<file path="config.mk">
export PLATFORM = sky130hd
export DESIGN_NAME = dout_writer
export DESIGN_NICKNAME = d
export VERILOG_FILES = /design/src/rtl/dout_pkg.sv /design/src/rtl/dout_lane_serializer.sv /design/src/rtl/dout_writer.sv
export SDC_FILE = /design/constraint.sdc
export NUM_CORES = 1
export LEC_CHECK = 0
export CAP_MARGIN = 0
export CORE_MARGIN = 1.5
export CORE_UTILIZATION = 45
export DETAILED_ROUTE_END_ITERATION = 6
export PLACE_DENSITY = 0.69
export SYNTH_ARGS = -nofsm -noshare
export SYNTH_HDL_FRONTEND = slang
export SYNTH_SLANG_ARGS = --single-unit
</file>
<file path="constraint.sdc">
create_clock -name clk_i -period 13.7 [get_ports clk_i]
set_clock_uncertainty 0.05 [all_clocks]
set_input_delay 3.425 -clock clk_i [delete_from_list [all_inputs] [get_ports clk_i]]
set_output_delay 3.425 -clock clk_i [all_outputs]
set_load 0.05 [all_outputs]
</file>
<file path="src/rtl/dout_pkg.sv">
// Shared constants, types and slot/header helpers for the multi-lane ADC data-output transmitter.
package dout_pkg;

  localparam int NUM_CHANNELS = 8;
  localparam int NUM_LANES    = 4;
  localparam int SAMPLE_BITS  = 24;
  localparam int HEADER_BITS  = 8;
  localparam int SLOT_BITS    = 32;
  localparam int LANE_BITS    = 2 * SLOT_BITS;

  typedef logic signed [23:0] sample_t;

  typedef enum logic [1:0] {
    IDLE  = 2'd0,
    DRDY  = 2'd1,
    SHIFT = 2'd2
  } state_t;

  // Header carries the zero-based channel index so the receiver can check slot order.
  function automatic logic [HEADER_BITS-1:0] build_header(input logic [2:0] idx);
    return {1'b0, idx, 4'b0000};
  endfunction

  function automatic logic [SLOT_BITS-1:0] build_slot(input logic [2:0] idx, input sample_t sample);
    return {build_header(idx), sample};
  endfunction

endpackage

</file>
<file path="src/rtl/dout_lane_serializer.sv">
// One data lane: parallel-load 64-bit register shifted out MSB first.
module dout_lane_serializer
  import dout_pkg::*;
(
  input  logic                 clk_i,
  input  logic                 reset_i,
  input  logic                 load,
  input  logic                 shift,
  input  logic [LANE_BITS-1:0] data_i,
  output logic                 bit_o
);

  logic [LANE_BITS-1:0] sreg_d;
  logic [LANE_BITS-1:0] sreg_q;

  // Zeros shift in behind the data, so the lane idles low once all 64 bits are gone.
  always_comb begin
    if (load) begin
      sreg_d = data_i;
    end else if (shift) begin
      sreg_d = {sreg_q[LANE_BITS-2:0], 1'b0};
    end else begin
      sreg_d = sreg_q;
    end
  end

  always_ff @(posedge clk_i or posedge reset_i) begin
    if (reset_i) begin
      sreg_q <= '0;
    end else begin
      sreg_q <= sreg_d;
    end
  end

  assign bit_o = sreg_q[LANE_BITS-1];

endmodule

</file>
<file path="src/rtl/dout_writer.sv">
// ADC-side transmitter for the DoutReader link: periodic frames of eight 32-bit slots
// serialized over four lanes with a data-ready strobe and a divided data clock.
module dout_writer
  import dout_pkg::*;
#(
  parameter int CLK_DIV      = 2,
  parameter int FRAME_PERIOD = 8192
) (
  input  logic        clk_i,
  input  logic        reset_i,
  input  logic        enable_i,
  input  logic [23:0] ch1_i,
  input  logic [23:0] ch2_i,
  input  logic [23:0] ch3_i,
  input  logic [23:0] ch4_i,
  input  logic [23:0] ch5_i,
  input  logic [23:0] ch6_i,
  input  logic [23:0] ch7_i,
  input  logic [23:0] ch8_i,
  output logic        drdy_o,
  output logic        dclk_o,
  output logic [3:0]  dout_o,
  output logic        busy_o,
  output logic        frame_done_o
);

  localparam int TW = $clog2(FRAME_PERIOD);
  localparam int PW = $clog2(2 * CLK_DIV);
  localparam logic [TW-1:0] TIMER_LAST = TW'(FRAME_PERIOD - 1);
  localparam logic [PW-1:0] PH_LAST    = PW'(2 * CLK_DIV - 1);
  localparam logic [PW-1:0] PH_HIGH    = PW'(CLK_DIV);
  localparam logic [5:0]    BIT_LAST   = 6'd63;

  if (CLK_DIV < 1 || FRAME_PERIOD < 2 * CLK_DIV * 66) begin : g_param_check
    $error("dout_writer: need CLK_DIV >= 1 and FRAME_PERIOD >= 2*CLK_DIV*66");
  end

  state_t        state_d, state_q;
  logic [TW-1:0] timer_d, timer_q;
  logic [PW-1:0] ph_d, ph_q;
  logic [5:0]    bit_d, bit_q;
  logic          drdy_d, drdy_q;
  logic          dclk_d, dclk_q;
  logic          busy_d, busy_q;
  logic          done_d, done_q;
  logic          wrap_s;
  logic          load_s;
  logic          shift_s;
  logic [PW-1:0] ph_inc_s;
  logic [23:0]   ch_s [NUM_CHANNELS];

  assign wrap_s   = (timer_q == TIMER_LAST);
  assign ph_inc_s = ph_q + PW'(1);

  assign ch_s[0] = ch1_i;
  assign ch_s[1] = ch2_i;
  assign ch_s[2] = ch3_i;
  assign ch_s[3] = ch4_i;
  assign ch_s[4] = ch5_i;
  assign ch_s[5] = ch6_i;
  assign ch_s[6] = ch7_i;
  assign ch_s[7] = ch8_i;

  // Free-running frame timer; FRAME_PERIOD need not be a power of two.
  always_comb begin
    if (wrap_s) begin
      timer_d = '0;
    end else begin
      timer_d = timer_q + TW'(1);
    end
  end

  // Frame sequencer: one phase counter paces both the DRDY window and every dclk period.
  always_comb begin
    state_d = state_q;
    ph_d    = ph_q;
    bit_d   = bit_q;
    drdy_d  = drdy_q;
    dclk_d  = dclk_q;
    busy_d  = busy_q;
    done_d  = 1'b0;
    load_s  = 1'b0;
    shift_s = 1'b0;
    case (state_q)
      IDLE: begin
        if (wrap_s && enable_i) begin
          state_d = DRDY;
          ph_d    = '0;
          bit_d   = 6'd0;
          drdy_d  = 1'b1;
          dclk_d  = 1'b0;
          busy_d  = 1'b1;
          load_s  = 1'b1;
        end else begin
          drdy_d = 1'b0;
          dclk_d = 1'b0;
          busy_d = 1'b0;
        end
      end
      DRDY: begin
        if (ph_q == PH_LAST) begin
          state_d = SHIFT;
          ph_d    = '0;
          drdy_d  = 1'b0;
        end else begin
          ph_d = ph_inc_s;
        end
      end
      SHIFT: begin
        if (ph_q == PH_LAST) begin
          // End of a high phase: dclk falls and the lanes advance together.
          ph_d    = '0;
          dclk_d  = 1'b0;
          shift_s = 1'b1;
          if (bit_q == BIT_LAST) begin
            state_d = IDLE;
            busy_d  = 1'b0;
            done_d  = 1'b1;
          end else begin
            bit_d = bit_q + 6'd1;
          end
        end else begin
          ph_d   = ph_inc_s;
          dclk_d = (ph_inc_s >= PH_HIGH);
        end
      end
      default: begin
        state_d = IDLE;
        ph_d    = '0;
        bit_d   = 6'd0;
        drdy_d  = 1'b0;
        dclk_d  = 1'b0;
        busy_d  = 1'b0;
      end
    endcase
  end

  always_ff @(posedge clk_i or posedge reset_i) begin
    if (reset_i) begin
      state_q <= IDLE;
      timer_q <= '0;
      ph_q    <= '0;
      bit_q   <= 6'd0;
      drdy_q  <= 1'b0;
      dclk_q  <= 1'b0;
      busy_q  <= 1'b0;
      done_q  <= 1'b0;
    end else begin
      state_q <= state_d;
      timer_q <= timer_d;
      ph_q    <= ph_d;
      bit_q   <= bit_d;
      drdy_q  <= drdy_d;
      dclk_q  <= dclk_d;
      busy_q  <= busy_d;
      done_q  <= done_d;
    end
  end

  for (genvar k = 0; k < NUM_LANES; k++) begin : g_lane
    logic [LANE_BITS-1:0] lane_word_s;
    assign lane_word_s = {build_slot(3'(2 * k), ch_s[2 * k]),
                          build_slot(3'(2 * k + 1), ch_s[2 * k + 1])};
    dout_lane_serializer u_ser (
      .clk_i   (clk_i),
      .reset_i (reset_i),
      .load    (load_s),
      .shift   (shift_s),
      .data_i  (lane_word_s),
      .bit_o   (dout_o[k])
    );
  end

  assign drdy_o       = drdy_q;
  assign dclk_o       = dclk_q;
  assign busy_o       = busy_q;
  assign frame_done_o = done_q;

endmodule
</file>
==> report_table.html, run 1 <==
<table>
<tr><th>Metric</th><th>Value</th></tr>
<tr><th colspan="2">Run status</th></tr>
<tr><td>Outcome</td><td>finished, final reports clean</td></tr>
<tr><th colspan="2">Finish</th></tr>
<tr><td>Growth of design area from synthesis to finish</td><td>24.8%</td></tr>
<tr><td>Utilization of the core after routing</td><td>57.5%</td></tr>
<tr><td>Fraction of final layout cells sized beyond drive strength 1</td><td>about 5.4%</td></tr>
<tr><td>Inserted Diodes</td><td>0</td></tr>
<tr><td>Final standard cell area without fillers</td><td>around 0.016 mm^2</td></tr>
<tr><td>Net total in the final layout</td><td>1599</td></tr>
<tr><td>Non-filler cells, final</td><td>1797</td></tr>
<tr><th colspan="2">Pwr</th></tr>
<tr><td>Standby leakage power</td><td>~6.9 nW</td></tr>
<tr><td>Total power</td><td>approximately 1.8 mW</td></tr>
<tr><td>Power density over the cells</td><td>109 mW/mm^2</td></tr>
<tr><td>Maximum ir drop on the vdd rail</td><td>~0.000083 V</td></tr>
<tr><th colspan="2">GRT</th></tr>
<tr><td>Overflow left after global routing</td><td>0</td></tr>
<tr><td>GR Util All Layers</td><td>a little under a fifth</td></tr>
<tr><td>Pin count of the biggest net entering global routing</td><td>between 150 and 200</td></tr>
<tr><td>Vias in the first global route</td><td>between 9000 and 10000</td></tr>
<tr><td>Wire length of the first global-routing pass</td><td>about 46 mm</td></tr>
<tr><td>Antenna violations before repair</td><td>1</td></tr>
<tr><th colspan="2">Synth</th></tr>
<tr><td>Post-synthesis instance area</td><td>0.0129 mm^2</td></tr>
<tr><td>Compound-gate portion of the synthesized area</td><td>10.8%</td></tr>
<tr><td>Adder-Cell Fraction of Synth Area</td><td>less than 1%</td></tr>
<tr><td>Fraction of the yosys area taken by sequential cells</td><td>approximately 55%</td></tr>
<tr><td>Count of state elements after synthesis</td><td>283</td></tr>
<tr><td>Synthesized area per cell</td><td>roughly 10 um^2</td></tr>
<tr><td>Largest cells by area after synthesis</td><td>sky130_fd_sc_hd__dfrtp_1 55%, sky130_fd_sc_hd__mux2i_1 15%, sky130_fd_sc_hd__nand3_1 8.1%</td></tr>
<tr><td>Warning count from the yosys run</td><td>0</td></tr>
<tr><td>Yosys cell types</td><td>39</td></tr>
<tr><td>Share of the synthesized netlist area taken by xor and xnor gates</td><td>less than 1%</td></tr>
<tr><td>Post-synthesis mux area share</td><td>roughly 15%</td></tr>
<tr><td>Cell type with the largest total area after synthesis</td><td>sky130_fd_sc_hd__dfrtp_1</td></tr>
<tr><td>Dominant combinational cell family by area after synthesis</td><td>multiplexers</td></tr>
<tr><td>Share of Yosys cell area claimed by the top area cell type</td><td>between 50 and 60%</td></tr>
<tr><td>Gate Count Post-Synth</td><td>~1300</td></tr>
<tr><td>Net count of the mapped netlist</td><td>between 1000 and 1500</td></tr>
<tr><td>Basic-gate share of the synthesized area counting and, or, nand and nor cells</td><td>between 10% and 20%</td></tr>
<tr><th colspan="2">Placed design</th></tr>
<tr><td>Worst setup slack after placement</td><td>6010 ps</td></tr>
<tr><td>Instance area after placement</td><td>approximately 0.015 mm^2</td></tr>
<tr><td>DP Cell Count</td><td>~1700</td></tr>
<tr><td>Count of input and output buffers</td><td>between 200 and 250</td></tr>
<tr><td>Gpl congestion</td><td>between 0.7 and 0.8</td></tr>
<tr><td>Final HPWL from detailed placement</td><td>17.1 mm</td></tr>
<tr><th colspan="2">Setup path</th></tr>
<tr><td>Required time worst endpoint</td><td>~14000 ps</td></tr>
<tr><td>Critical Path Source</td><td>enable_i</td></tr>
<tr><td>Path type of the worst setup path</td><td>input pin to flip-flop</td></tr>
<tr><td>Depth of the worst register-to-register path</td><td>8</td></tr>
<tr><td>Largest driver fanout on the critical path</td><td>around 190</td></tr>
<tr><td>Worst Setup End Kind</td><td>flip-flop</td></tr>
<tr><td>Worst path arrival time</td><td>about 7300 ps</td></tr>
<tr><td>Crit start category</td><td>input pin</td></tr>
<tr><td>Start of the worst register-to-register path</td><td>timer_q[0]</td></tr>
<tr><th colspan="2">Timing</th></tr>
<tr><td>Final Slew Violations</td><td>0</td></tr>
<tr><td>Worst slew margin relative to its limit</td><td>between 20% and 30%</td></tr>
<tr><td>Final Worst Setup Slack</td><td>6700 ps</td></tr>
<tr><td>Unrepaired setup endpoints after global routing</td><td>no</td></tr>
<tr><td>Upper clock frequency limit</td><td>around 0.14 GHz</td></tr>
<tr><td>Final setup violation count</td><td>0</td></tr>
<tr><td>Smallest hold slack</td><td>about 430 ps</td></tr>
<tr><td>Hold violation total from the final report</td><td>0</td></tr>
<tr><td>Clock period minus final worst setup slack</td><td>around 7000 ps</td></tr>
<tr><td>Slew at the pin with the worst max-slew slack</td><td>approximately 1100 ps</td></tr>
<tr><td>Total Negative Setup Slacks</td><td>0 ps</td></tr>
<tr><td>Final period utilization</td><td>51.1%</td></tr>
<tr><th colspan="2">Clock network</th></tr>
<tr><td>H-tree depth</td><td>1</td></tr>
<tr><td>Clock tree from TritonCTS</td><td>done</td></tr>
<tr><td>Num CTS Buffers</td><td>31</td></tr>
<tr><td>Clock sink total</td><td>283</td></tr>
<tr><td>Setup fix buffers added after clock tree synthesis</td><td>0</td></tr>
<tr><td>Later-pin clock latency in the skew report</td><td>approximately 550 ps</td></tr>
<tr><td>Number of hold buffers added after CTS</td><td>0</td></tr>
<tr><td>Cells resized by post-CTS repair</td><td>0</td></tr>
<tr><td>Clk buf depth</td><td>3</td></tr>
<tr><td>Clk slew on worst S/H paths</td><td>60 ps</td></tr>
<tr><td>Root buf cell</td><td>sky130_fd_sc_hd__clkbuf_16</td></tr>
<tr><th colspan="2">Route</th></tr>
<tr><td>Number of detailed-routing iterations run before antenna repair</td><td>5</td></tr>
<tr><td>DR WL/cell</td><td>between 15 and 20 um</td></tr>
<tr><td>Routed wire length</td><td>roughly 29 mm</td></tr>
<tr><td>Vias after detailed routing</td><td>between 9000 and 10000</td></tr>
<tr><td>Number of design-rule violations left by the first detailed-router iteration</td><td>716</td></tr>
<tr><td>Routed via count divided by cell count</td><td>roughly 5.4</td></tr>
<tr><td># DRC</td><td>0</td></tr>
<tr><td>Routed Antenna Nets</td><td>0</td></tr>
<tr><th colspan="2">Floorplanning</th></tr>
<tr><td>Area of the core</td><td>about 0.028 mm^2</td></tr>
<tr><td>Floorplan die area</td><td>a little under 0.03 mm^2</td></tr>
<tr><td># rows</td><td>61</td></tr>
<tr><td>Die Height</td><td>172 um</td></tr>
<tr><td>Starting density of the core</td><td>between 40 and 50%</td></tr>
<tr><td>Horizontal die dimension</td><td>~170 um</td></tr>
<tr><td>Number of top-level design ports</td><td>around 200</td></tr>
<tr><th colspan="2">Flow run</th></tr>
<tr><td>Max Cap Viol</td><td>0</td></tr>
<tr><th colspan="2">Hold path</th></tr>
<tr><td>Source of the worst hold timing path</td><td>timer_q[0]</td></tr>
<tr><td>Hold-critical path depth</td><td>1</td></tr>
<tr><td>Worst hold path class</td><td>flip-flop to flip-flop</td></tr>
</table>
final cells by class:
| class | count | area [um^2] |
|---|---|---|
| Fill cell | 2388 | 11900 |
| Sequential cell | 283 | 7080 |
| Multi-Input combinational cell | 861 | 5330 |
| Timing Repair Buffer | 212 | 2120 |
| Clock buffer | 45 | 918 |
| Tap cell | 378 | 473 |
| Clock inverter | 10 | 131 |
| Inverter | 8 | 37.5 |
logic make-up after synthesis:
| kind of cell | after synthesis |
|---|---|
| multiplexers | 191 |
| flip-flops | 283 |
| adder cells (fa/ha/maj) | 7 |
| XOR/XNOR | 11 |
| AND/OR/NAND/NOR | 384 |
| buffers and inverters | 120 |
| AO/OA/AOI/OAI | 268 |
power by group:
part	switching (mW)	internal (mW)
Clock	0.324	0.517
Sequential	0	0.836
Combinational	0.0262	0.0494
flip-flops by register name (all words and copies together), names as in the netlist:
name	flops
state_q	2
bit_q	6
ph_q	2
drdy_o	1
busy_o	1
dclk_o	1
frame_done_o	1
timer_q	13
g_lane.u_ser.sreg_q	256
worst paths after layout:
path | slack, ps | to
worst max-delay path | 6700 | g_lane[2].u_ser.sreg_q[23]
worst min-delay path | 430 | timer_q[0]
worst max register to register | 9250 | g_lane[2].u_ser.sreg_q[23]
worst min register to register | 430 | timer_q[0]
max in group asynchronous | 8800 | g_lane[2].u_ser.sreg_q[17]
min in group asynchronous | 3380 | g_lane[3].u_ser.sreg_q[41]
critical path, cell delays in order:
cell,delay [ps]
sky130_fd_sc_hd__clkdlybuf4s50_1,470
sky130_fd_sc_hd__nand2_1,120
sky130_fd_sc_hd__nor4_4,280
sky130_fd_sc_hd__buf_12,470
sky130_fd_sc_hd__and2_4,840
sky130_fd_sc_hd__buf_4,710
sky130_fd_sc_hd__buf_4,620
sky130_fd_sc_hd__o21ai_0,220
placed cells by master, fill, tap and decap left out, types with 2 or more instances in the layout:
cell type	n
sky130_fd_sc_hd__clkdlybuf4s50_1	202
sky130_fd_sc_hd__clkinv_2	5
sky130_fd_sc_hd__ha_1	6
sky130_fd_sc_hd__dfrtp_1	283
sky130_fd_sc_hd__nand4_1	3
sky130_fd_sc_hd__mux2i_1	188
sky130_fd_sc_hd__nand2b_1	2
sky130_fd_sc_hd__clkbuf_1	5
sky130_fd_sc_hd__inv_1	7
sky130_fd_sc_hd__nor2_1	11
sky130_fd_sc_hd__o31ai_1	5
sky130_fd_sc_hd__nand3_1	208
sky130_fd_sc_hd__a21oi_1	54
sky130_fd_sc_hd__xor2_1	4
sky130_fd_sc_hd__buf_4	8
sky130_fd_sc_hd__buf_12	2
sky130_fd_sc_hd__mux2_2	3
sky130_fd_sc_hd__and3_1	5
sky130_fd_sc_hd__nor4_1	2
sky130_fd_sc_hd__nand2_1	138
sky130_fd_sc_hd__o21ai_0	196
sky130_fd_sc_hd__a31o_2	4
sky130_fd_sc_hd__clkbuf_8	9
sky130_fd_sc_hd__bufinv_16	3
sky130_fd_sc_hd__and2_1	3
sky130_fd_sc_hd__clkbuf_16	31
sky130_fd_sc_hd__xnor2_1	7
sky130_fd_sc_hd__o211ai_1	2
sky130_fd_sc_hd__nor3_1	2
routing by layer:
layer  GRT usage, %  vias to the layer above  routed length [um]
li1               -                     4705                   -
met3           3.30                       37                1720
met5              0                        -                  13
met2           27.9                      255               12300
met1           29.2                     4732               14100
met4           3.86                        2                 381
synthesized netlist by cell type:
master,count
sky130_fd_sc_hd__dfrtp_1,283
sky130_fd_sc_hd__nand3_1,208
sky130_fd_sc_hd__o21ai_0,196
sky130_fd_sc_hd__mux2i_1,188
sky130_fd_sc_hd__nand2_1,139
sky130_fd_sc_hd__clkbuf_1,66
sky130_fd_sc_hd__a21oi_1,54
sky130_fd_sc_hd__buf_2,37
sky130_fd_sc_hd__nor2_1,12
sky130_fd_sc_hd__inv_1,8
sky130_fd_sc_hd__ha_1,7
sky130_fd_sc_hd__xnor2_1,7
sky130_fd_sc_hd__and3_1,5
sky130_fd_sc_hd__buf_1,5
sky130_fd_sc_hd__o31ai_1,5
sky130_fd_sc_hd__a31o_2,4
sky130_fd_sc_hd__and2_1,4
sky130_fd_sc_hd__buf_4,4
sky130_fd_sc_hd__xor2_1,4
sky130_fd_sc_hd__mux2_2,3
sky130_fd_sc_hd__nand4_1,3
sky130_fd_sc_hd__nand2b_1,2
sky130_fd_sc_hd__nor3_1,2
sky130_fd_sc_hd__nor4_1,2
sky130_fd_sc_hd__o211ai_1,2
sky130_fd_sc_hd__a211o_1,1
sky130_fd_sc_hd__a21o_1,1
sky130_fd_sc_hd__a22oi_1,1
sky130_fd_sc_hd__nand3_2,1
sky130_fd_sc_hd__nand4_4,1
sky130_fd_sc_hd__nor2b_1,1
sky130_fd_sc_hd__nor4_4,1
sky130_fd_sc_hd__nor4b_1,1
sky130_fd_sc_hd__o21ai_1,1
sky130_fd_sc_hd__o221ai_1,1
sky130_fd_sc_hd__o41a_1,1
sky130_fd_sc_hd__o41ai_1,1
sky130_fd_sc_hd__or3_4,1
sky130_fd_sc_hd__or4_1,1
Power figures use the tool's default switching activity.
==> inputs of run 2 (changes only) <==
- PLACE_DENSITY: 0.69 -> 0.71
- clock period: 13.7 -> 5.69 ns (I/O delays scaled with it)
==> run 2 against run 1 <==
  * Sequential share of layout area hardly changed
  * Clock-buffer cell count up 7
  * Cell count is 0.28% higher
  * Largest power group is now sequential cells
  * Final area about the same
==> report_table.html, run 2 (synthesis gave the netlist of run 1 again) <==
<table>
<tr><th>Metric</th><th>Value</th></tr>
<tr><th colspan="2">Placed design</th></tr>
<tr><td>Instance area after placement</td><td>0.0151 mm^2 (+0.34%)</td></tr>
<tr><td>Gpl congestion</td><td>0.766 (+0.88%)</td></tr>
<tr><td>Worst setup slack after placement</td><td>1470 ps (-4550 ps)</td></tr>
<tr><td>Count of input and output buffers</td><td>202 (unchanged)</td></tr>
<tr><td>Final HPWL from detailed placement</td><td>17.1 mm (+0.13%)</td></tr>
<tr><th colspan="2">Setup path</th></tr>
<tr><td>Largest driver fanout on the critical path</td><td>151 (-22%)</td></tr>
<tr><td>Critical Path Source</td><td>enable_i</td></tr>
<tr><td>Setup slack, reg-to-reg</td><td>2660 ps (-6590 ps)</td></tr>
<tr><td>Required time worst endpoint</td><td>6030 ps (-8020 ps)</td></tr>
<tr><td>Start of the worst register-to-register path</td><td>timer_q[0]</td></tr>
<tr><td>Worst Setup End Kind</td><td>flip-flop</td></tr>
<tr><td>CP Capture Point</td><td>g_lane[0].u_ser.sreg_q[48]</td></tr>
<tr><td>Crit start category</td><td>input pin</td></tr>
<tr><td>Path type of the worst setup path</td><td>input pin to flip-flop</td></tr>
<tr><td>Depth of the worst register-to-register path</td><td>7 (-1)</td></tr>
<tr><td>Capturing point of the worst reg2reg path</td><td>g_lane[0].u_ser.sreg_q[48]</td></tr>
<tr><td>Worst path arrival time</td><td>3980 ps (-3360 ps)</td></tr>
<tr><th colspan="2">Route</th></tr>
<tr><td>Number of design-rule violations left by the first detailed-router iteration</td><td>824 (+15%)</td></tr>
<tr><td># DRC</td><td>0 (unchanged)</td></tr>
<tr><td>Routed via count divided by cell count</td><td>5.36 (-0.98%)</td></tr>
<tr><td>Routed Antenna Nets</td><td>0 (unchanged)</td></tr>
<tr><td>Vias after detailed routing</td><td>9662 (-0.71%)</td></tr>
<tr><td>Routed wire length</td><td>28.8 mm (+0.90%)</td></tr>
<tr><td>Number of detailed-routing iterations run before antenna repair</td><td>5 (unchanged)</td></tr>
<tr><td>DR WL/cell</td><td>16.0 um (+0.62%)</td></tr>
<tr><th colspan="2">Finish</th></tr>
<tr><td>Most common library cell in the layout ignoring fill and taps</td><td>sky130_fd_sc_hd__dfrtp_1</td></tr>
<tr><td>Utilization of the core after routing</td><td>57.4% (about the same)</td></tr>
<tr><td>Number of flip-flops in the largest register</td><td>256 (unchanged)</td></tr>
<tr><td>Net total in the final layout</td><td>1602 (+0.19%)</td></tr>
<tr><td>Fraction of final layout cells sized beyond drive strength 1</td><td>4.99% (-0.37 points)</td></tr>
<tr><td>Most frequent cells in the layout</td><td>283 x sky130_fd_sc_hd__dfrtp_1, 208 x sky130_fd_sc_hd__nand3_1, 202 x sky130_fd_sc_hd__clkdlybuf4s50_1, 196 x sky130_fd_sc_hd__o21ai_0, 188 x sky130_fd_sc_hd__mux2i_1</td></tr>
<tr><td>Final standard cell area without fillers</td><td>0.0161 mm^2 (about the same)</td></tr>
<tr><td>Regs by FF count</td><td>g_lane.u_ser.sreg_q (256), timer_q (13), bit_q (6)</td></tr>
<tr><td>Growth of design area from synthesis to finish</td><td>24.7% (about the same)</td></tr>
<tr><td>Inserted Diodes</td><td>0 (unchanged)</td></tr>
<tr><td>Register name with the most flops</td><td>g_lane.u_ser.sreg_q</td></tr>
<tr><td>Count of fill cells added during filler insertion</td><td>2405 (+0.71%)</td></tr>
<tr><th colspan="2">Timing</th></tr>
<tr><td>Hold violation total from the final report</td><td>0 (unchanged)</td></tr>
<tr><td>Clock period minus final worst setup slack</td><td>around 3600 ps</td></tr>
<tr><td>Total Negative Setup Slacks</td><td>0 ps (unchanged)</td></tr>
<tr><td>Worst slew margin relative to its limit</td><td>43.0% (+15 points)</td></tr>
<tr><td>Final Slew Violations</td><td>0 (unchanged)</td></tr>
<tr><td>Final Worst Setup Slack</td><td>2050 ps (-4650 ps)</td></tr>
<tr><td>Final period utilization</td><td>~64%</td></tr>
<tr><td>Unrepaired setup endpoints after global routing</td><td>no</td></tr>
<tr><td>Upper clock frequency limit</td><td>0.275 GHz</td></tr>
<tr><td>Slew at the pin with the worst max-slew slack</td><td>856 ps (-230 ps)</td></tr>
<tr><td>Final setup violation count</td><td>0 (unchanged)</td></tr>
<tr><td>Smallest hold slack</td><td>432 ps (-1.50 ps)</td></tr>
<tr><th colspan="2">Pwr</th></tr>
<tr><td>Power density over the cells</td><td>257 mW/mm^2 (+140%)</td></tr>
<tr><td>Standby leakage power</td><td>6.92 nW (-0.21%)</td></tr>
<tr><td>Maximum ir drop on the vdd rail</td><td>0.000203 V (+140%)</td></tr>
<tr><th colspan="2">Floorplanning</th></tr>
<tr><td>Number of top-level design ports</td><td>203 (unchanged)</td></tr>
<tr><td>Starting density of the core</td><td>46.0% (unchanged)</td></tr>
<tr><td>Area of the core</td><td>0.0280 mm^2 (unchanged)</td></tr>
<tr><td>Die Height</td><td>172 um (unchanged)</td></tr>
<tr><td>Horizontal die dimension</td><td>172 um (unchanged)</td></tr>
<tr><td># rows</td><td>61 (unchanged)</td></tr>
<tr><td>Floorplan die area</td><td>0.0297 mm^2 (unchanged)</td></tr>
<tr><th colspan="2">Clock network</th></tr>
<tr><td>Clock sink total</td><td>283 (unchanged)</td></tr>
<tr><td>Setup fix buffers added after clock tree synthesis</td><td>0 (unchanged)</td></tr>
<tr><td>Clock tree from TritonCTS</td><td>done</td></tr>
<tr><td>H-tree depth</td><td>1 (unchanged)</td></tr>
<tr><td>Clk buf depth</td><td>3 (unchanged)</td></tr>
<tr><td>Later-pin clock latency in the skew report</td><td>550 ps (about the same)</td></tr>
<tr><td>Root buf cell</td><td>sky130_fd_sc_hd__clkbuf_16</td></tr>
<tr><td>Cells resized by post-CTS repair</td><td>0 (unchanged)</td></tr>
<tr><td>Clk slew on worst S/H paths</td><td>60 ps (about the same)</td></tr>
<tr><td>Number of hold buffers added after CTS</td><td>0 (unchanged)</td></tr>
<tr><td>Num CTS Buffers</td><td>30 (-3.2%)</td></tr>
<tr><th colspan="2">GRT</th></tr>
<tr><td>Vias in the first global route</td><td>9215 (-0.38%)</td></tr>
<tr><td>Overflow left after global routing</td><td>0 (unchanged)</td></tr>
<tr><td>GR Util All Layers</td><td>19.1% (+0.20 points)</td></tr>
<tr><td>Antenna violations before repair</td><td>2 (+1)</td></tr>
<tr><td>Wire length of the first global-routing pass</td><td>46.4 mm (+0.30%)</td></tr>
<tr><td>Pin count of the biggest net entering global routing</td><td>152 (-22%)</td></tr>
<tr><th colspan="2">Run status</th></tr>
<tr><td>Outcome</td><td>finished, final reports clean</td></tr>
<tr><th colspan="2">Flow run</th></tr>
<tr><td>Max Cap Viol</td><td>0 (unchanged)</td></tr>
<tr><th colspan="2">Hold path</th></tr>
<tr><td>Worst hold path class</td><td>flip-flop to flip-flop</td></tr>
</table>
-- run 2: worst min-delay path by stage --
stage                        endpoint        start  slack (ps)  cells after the start
after floorplan               ph_q[1]      ph_q[1]         400                      2
after global placement        ph_q[1]      ph_q[1]         420                      2
after detailed placement      ph_q[1]      ph_q[1]         430                      2
after CTS                     ph_q[1]      ph_q[1]         440                      2
after global routing      timer_q[12]  timer_q[12]         460                      1
final                         ph_q[1]      ph_q[1]         430                      2
-- run 2: metrics by stage --
stage / power, mW / std cells
2_1_floorplan: 2.08 / 1264
6_report: 4.14 / 1802
4_1_cts: 4.19 / 1802
3_5_place_dp: 2.23 / 1746
3_3_place_gp: 2.24 / 1746
5_1_grt: 4.28 / 1802
-- run 2: cell type report --
cell class | instances | area (um^2) | area share, %
sequential | 283 | 7080 | 44.0
multi-input combinational | 861 | 5330 | 33.1
timing repair buffer | 216 | 2180 | 13.5
clock buffer | 52 | 915 | 5.69
tap | 378 | 473 | 2.94
clock inverter | 4 | 70.1 | 0.436
inverter | 8 | 33.8 | 0.210
-- run 2: report_power, final --
part	internal [mW]	switching (mW)
logic	0.121	0.0634
registers	2.01	0
clock network	1.17	0.768
total	3.30	0.831
-- run 2: metal layers --
metal  track usage (%)  share of wire (%)  vias to the layer above
met3              4.03                6.3                       33
met1              28.7                 48                     4656
met5                 0              0.038                        -
li1                  -                  -                     4725
met4              4.05                1.5                        2
met2              28.5                 44                      246
-- run 2: critical path, cell delays in order --
cell and delay (ps):
sky130_fd_sc_hd__clkdlybuf4s50_1 500, sky130_fd_sc_hd__nand2_1 130, sky130_fd_sc_hd__nor4_4 270, sky130_fd_sc_hd__buf_4 440, sky130_fd_sc_hd__and2_4 400, sky130_fd_sc_hd__buf_12 450, sky130_fd_sc_hd__o21ai_0 220
==> inputs of run 3 (changes only) <==
- clock period: 5.69 -> 3.1 ns (I/O delays scaled with it)
==> run 3 against run 2 <==
  * Sequential power grew 84%
  * Die area unchanged
  * Wire length up 1.6%
==> report_table.html, run 3 (synthesis gave the netlist of run 1 again) <==
<table>
<tr><th>Metric</th><th>Value</th></tr>
<tr><th colspan="2">Run status</th></tr>
<tr><td>Outcome</td><td>finished, final reports clean</td></tr>
<tr><th colspan="2">Finish</th></tr>
<tr><td>Net total in the final layout</td><td>1618 (+1.0%)</td></tr>
<tr><td>Fraction of final layout cells sized beyond drive strength 1</td><td>6.61% (+1.6 points)</td></tr>
<tr><td>Register name with the most flops</td><td>g_lane.u_ser.sreg_q</td></tr>
<tr><td>Most frequent cells in the layout</td><td>283 x sky130_fd_sc_hd__dfrtp_1, 208 x sky130_fd_sc_hd__nand3_1, 202 x sky130_fd_sc_hd__clkdlybuf4s50_1, 196 x sky130_fd_sc_hd__o21ai_0, 188 x sky130_fd_sc_hd__mux2i_1</td></tr>
<tr><td>Count of fill cells added during filler insertion</td><td>2356 (-2.0%)</td></tr>
<tr><td>Utilization of the core after routing</td><td>58.5% (+1.1 points)</td></tr>
<tr><td>Growth of design area from synthesis to finish</td><td>27.2%</td></tr>
<tr><td>Inserted Diodes</td><td>0 (unchanged)</td></tr>
<tr><td>Area taken by flip-flops and latches</td><td>0.00708 mm^2 (unchanged)</td></tr>
<tr><td>Regs by FF count</td><td>g_lane.u_ser.sreg_q (256), timer_q (13), bit_q (6)</td></tr>
<tr><td>Most common library cell in the layout ignoring fill and taps</td><td>sky130_fd_sc_hd__dfrtp_1</td></tr>
<tr><td>Multi-input logic area</td><td>0.00533 mm^2 (unchanged)</td></tr>
<tr><td>Number of flip-flops in the largest register</td><td>256 (unchanged)</td></tr>
<tr><td>Non-filler cells, final</td><td>1816 (+0.78%)</td></tr>
<tr><th colspan="2">Route</th></tr>
<tr><td>DR WL/cell</td><td>16.1 um (+0.85%)</td></tr>
<tr><td># DRC</td><td>0 (unchanged)</td></tr>
<tr><td>Number of design-rule violations left by the first detailed-router iteration</td><td>762 (-7.5%)</td></tr>
<tr><td>Number of detailed-routing iterations run before antenna repair</td><td>4 (-1)</td></tr>
<tr><td>Routed wire length</td><td>29.3 mm (+1.6%)</td></tr>
<tr><td>Routed Antenna Nets</td><td>0 (unchanged)</td></tr>
<tr><td>Routed via count divided by cell count</td><td>5.42 (+1.1%)</td></tr>
<tr><td>Vias after detailed routing</td><td>9844 (+1.9%)</td></tr>
<tr><th colspan="2">Clock network</th></tr>
<tr><td>Clock tree from TritonCTS</td><td>done</td></tr>
<tr><td>Clk buf depth</td><td>3 (unchanged)</td></tr>
<tr><td>Number of hold buffers added after CTS</td><td>0 (unchanged)</td></tr>
<tr><td>Later-pin clock latency in the skew report</td><td>560 ps (about the same)</td></tr>
<tr><td>Cells resized by post-CTS repair</td><td>0 (unchanged)</td></tr>
<tr><td>Root buf cell</td><td>sky130_fd_sc_hd__clkbuf_16</td></tr>
<tr><td>Setup fix buffers added after clock tree synthesis</td><td>0 (unchanged)</td></tr>
<tr><td>Clk slew on worst S/H paths</td><td>60 ps (about the same)</td></tr>
<tr><td>Clock sink total</td><td>283 (unchanged)</td></tr>
<tr><td>Num CTS Buffers</td><td>31 (+3.3%)</td></tr>
<tr><td>H-tree depth</td><td>1 (unchanged)</td></tr>
<tr><th colspan="2">Setup path</th></tr>
<tr><td>Capturing point of the worst reg2reg path</td><td>g_lane[1].u_ser.sreg_q[49]</td></tr>
<tr><td>Crit path largest cell delay</td><td>850 ps (+350 ps)</td></tr>
<tr><td>Worst path depth</td><td>1 (-6)</td></tr>
<tr><td>Critical Path Source</td><td>g_lane[0].u_ser.sreg_q[63]</td></tr>
<tr><td>Worst path arrival time</td><td>1760 ps (-2220 ps)</td></tr>
<tr><td>Largest driver fanout on the critical path</td><td>2 (-99%)</td></tr>
<tr><td>Worst Setup End Kind</td><td>output pin</td></tr>
<tr><td>Cell class contributing the biggest share of worst-path delay</td><td>buffers and inverters</td></tr>
<tr><td>Setup slack, reg-to-reg</td><td>730 ps (-1930 ps)</td></tr>
<tr><td>Slowest cell on the critical path</td><td>sky130_fd_sc_hd__clkdlybuf4s50_1</td></tr>
<tr><td>CP Capture Point</td><td>dout_o[0]</td></tr>
<tr><td>Required time worst endpoint</td><td>2270 ps (-3760 ps)</td></tr>
<tr><td>Crit start category</td><td>flip-flop</td></tr>
<tr><td>Path type of the worst setup path</td><td>flip-flop to output pin</td></tr>
<tr><td>Cells traversed along the worst timing path</td><td>clkdlybuf4s50_1</td></tr>
<tr><td>Number of buffers and inverters on the critical path</td><td>1 (-2)</td></tr>
<tr><td>Depth of the worst register-to-register path</td><td>7 (unchanged)</td></tr>
<tr><td>Start of the worst register-to-register path</td><td>timer_q[0]</td></tr>
<tr><th colspan="2">GRT</th></tr>
<tr><td>Overflow left after global routing</td><td>0 (unchanged)</td></tr>
<tr><td>Vias in the first global route</td><td>9418 (+2.2%)</td></tr>
<tr><td>Antenna violations before repair</td><td>1 (-1)</td></tr>
<tr><td>Wire length of the first global-routing pass</td><td>47.5 mm (+2.3%)</td></tr>
<tr><td>GR Util All Layers</td><td>19.6% (+0.48 points)</td></tr>
<tr><td>Pin count of the biggest net entering global routing</td><td>116 (-24%)</td></tr>
<tr><th colspan="2">Floorplanning</th></tr>
<tr><td>Area of the core</td><td>0.0280 mm^2 (unchanged)</td></tr>
<tr><td># rows</td><td>61 (unchanged)</td></tr>
<tr><td>Floorplan die area</td><td>0.0297 mm^2 (unchanged)</td></tr>
<tr><td>Starting density of the core</td><td>46.0% (unchanged)</td></tr>
<tr><td>Number of top-level design ports</td><td>203 (unchanged)</td></tr>
<tr><td>Horizontal die dimension</td><td>172 um (unchanged)</td></tr>
<tr><td>Die Height</td><td>172 um (unchanged)</td></tr>
<tr><th colspan="2">Flow run</th></tr>
<tr><td>Max Cap Viol</td><td>0 (unchanged)</td></tr>
<tr><th colspan="2">Pwr</th></tr>
<tr><td>Standby leakage power</td><td>7.07 nW (+2.3%)</td></tr>
<tr><td>Maximum ir drop on the vdd rail</td><td>0.000391 V (+92%)</td></tr>
<tr><td>Power density over the cells</td><td>476 mW/mm^2 (+85%)</td></tr>
<tr><th colspan="2">Placed design</th></tr>
<tr><td>DP Cell Count</td><td>1761 (+0.86%)</td></tr>
<tr><td>Worst setup slack after placement</td><td>233 ps (-1230 ps)</td></tr>
<tr><td>Final HPWL from detailed placement</td><td>18.6 mm (+8.8%)</td></tr>
<tr><td>Gpl congestion</td><td>0.786 (+2.5%)</td></tr>
<tr><td>Count of input and output buffers</td><td>202 (unchanged)</td></tr>
<tr><th colspan="2">Hold path</th></tr>
<tr><td>Worst hold path class</td><td>flip-flop to flip-flop</td></tr>
<tr><th colspan="2">Timing</th></tr>
<tr><td>Worst slew margin relative to its limit</td><td>57.4% (+14 points)</td></tr>
<tr><td>Slew at the pin with the worst max-slew slack</td><td>639 ps (-216 ps)</td></tr>
<tr><td>Final Worst Setup Slack</td><td>510 ps (-1540 ps)</td></tr>
<tr><td>Hold violation total from the final report</td><td>0 (unchanged)</td></tr>
<tr><td>Total Negative Setup Slacks</td><td>0 ps (unchanged)</td></tr>
<tr><td>Final Slew Violations</td><td>0 (unchanged)</td></tr>
<tr><td>Unrepaired setup endpoints after global routing</td><td>no</td></tr>
<tr><td>Upper clock frequency limit</td><td>about 0.39 GHz</td></tr>
<tr><td>Final period utilization</td><td>83.5%</td></tr>
<tr><td>Final setup violation count</td><td>0 (unchanged)</td></tr>
<tr><td>Clock period minus final worst setup slack</td><td>~2600 ps</td></tr>
</table>
run 3: cell count changes in the layout (fill, tap and decap cells not counted), sizes merged:
cell	before	now
buf	14	29
clkbuf	52	45
clkinvlp	1	3
bufinv	2	3
inv	7	8
clkinv	2	4
run 3: worst min-delay path by stage:
stage	start	cells past startpoint	endpoint	slack [ps]
after floorplan	ph_q[1]	2	ph_q[1]	400
after global routing	g_lane[3].u_ser.sreg_q[62]	2	g_lane[3].u_ser.sreg_q[62]	470
final	timer_q[12]	1	timer_q[12]	440
after detailed placement	g_lane[0].u_ser.sreg_q[27]	2	g_lane[0].u_ser.sreg_q[28]	430
after CTS	timer_q[12]	1	timer_q[12]	440
after global placement	g_lane[0].u_ser.sreg_q[27]	2	g_lane[0].u_ser.sreg_q[28]	420
run 3: final cells by class:
cell class / count / area share (%)
flip-flops and latches: 283 / 43.2
multi-input cells: 861 / 32.5
repair buffers: 231 / 14.7
clock buffers: 45 / 5.60
well taps: 378 / 2.88
clock inverters: 10 / 0.885
inverters: 8 / 0.206
run 3: per-layer routing:
| metal | global-route usage (%) | wire length [um] | vias up | part of all wire, % |
|---|---|---|---|---|
| li1 | - | - | 4760 | - |
| met1 | 29.9 | 14100 | 4783 | 48 |
| met2 | 29.2 | 12900 | 261 | 44 |
| met3 | 3.18 | 1820 | 40 | 6.2 |
| met4 | 4.69 | 486 | 0 | 1.7 |
| met5 | 0 | 0 | - | 0 |
run 3: power by group:
part	total, mW	switching [mW]	internal (mW)
Combinational	0.355	0.123	0.232
Sequential	3.69	0	3.69
Clock	3.76	1.46	2.30
run 3: metrics by stage:
stage | power [mW] | cell area (um^2) | hold WS (ps)
floorplan | 3.82 | 12900 | 404
global placement | 4.12 | 15300 | 419
detailed placement | 4.12 | 15300 | 428
CTS | 7.90 | 16400 | 442
global route | 8.07 | 16400 | 468
finish | 7.81 | 16400 | 435
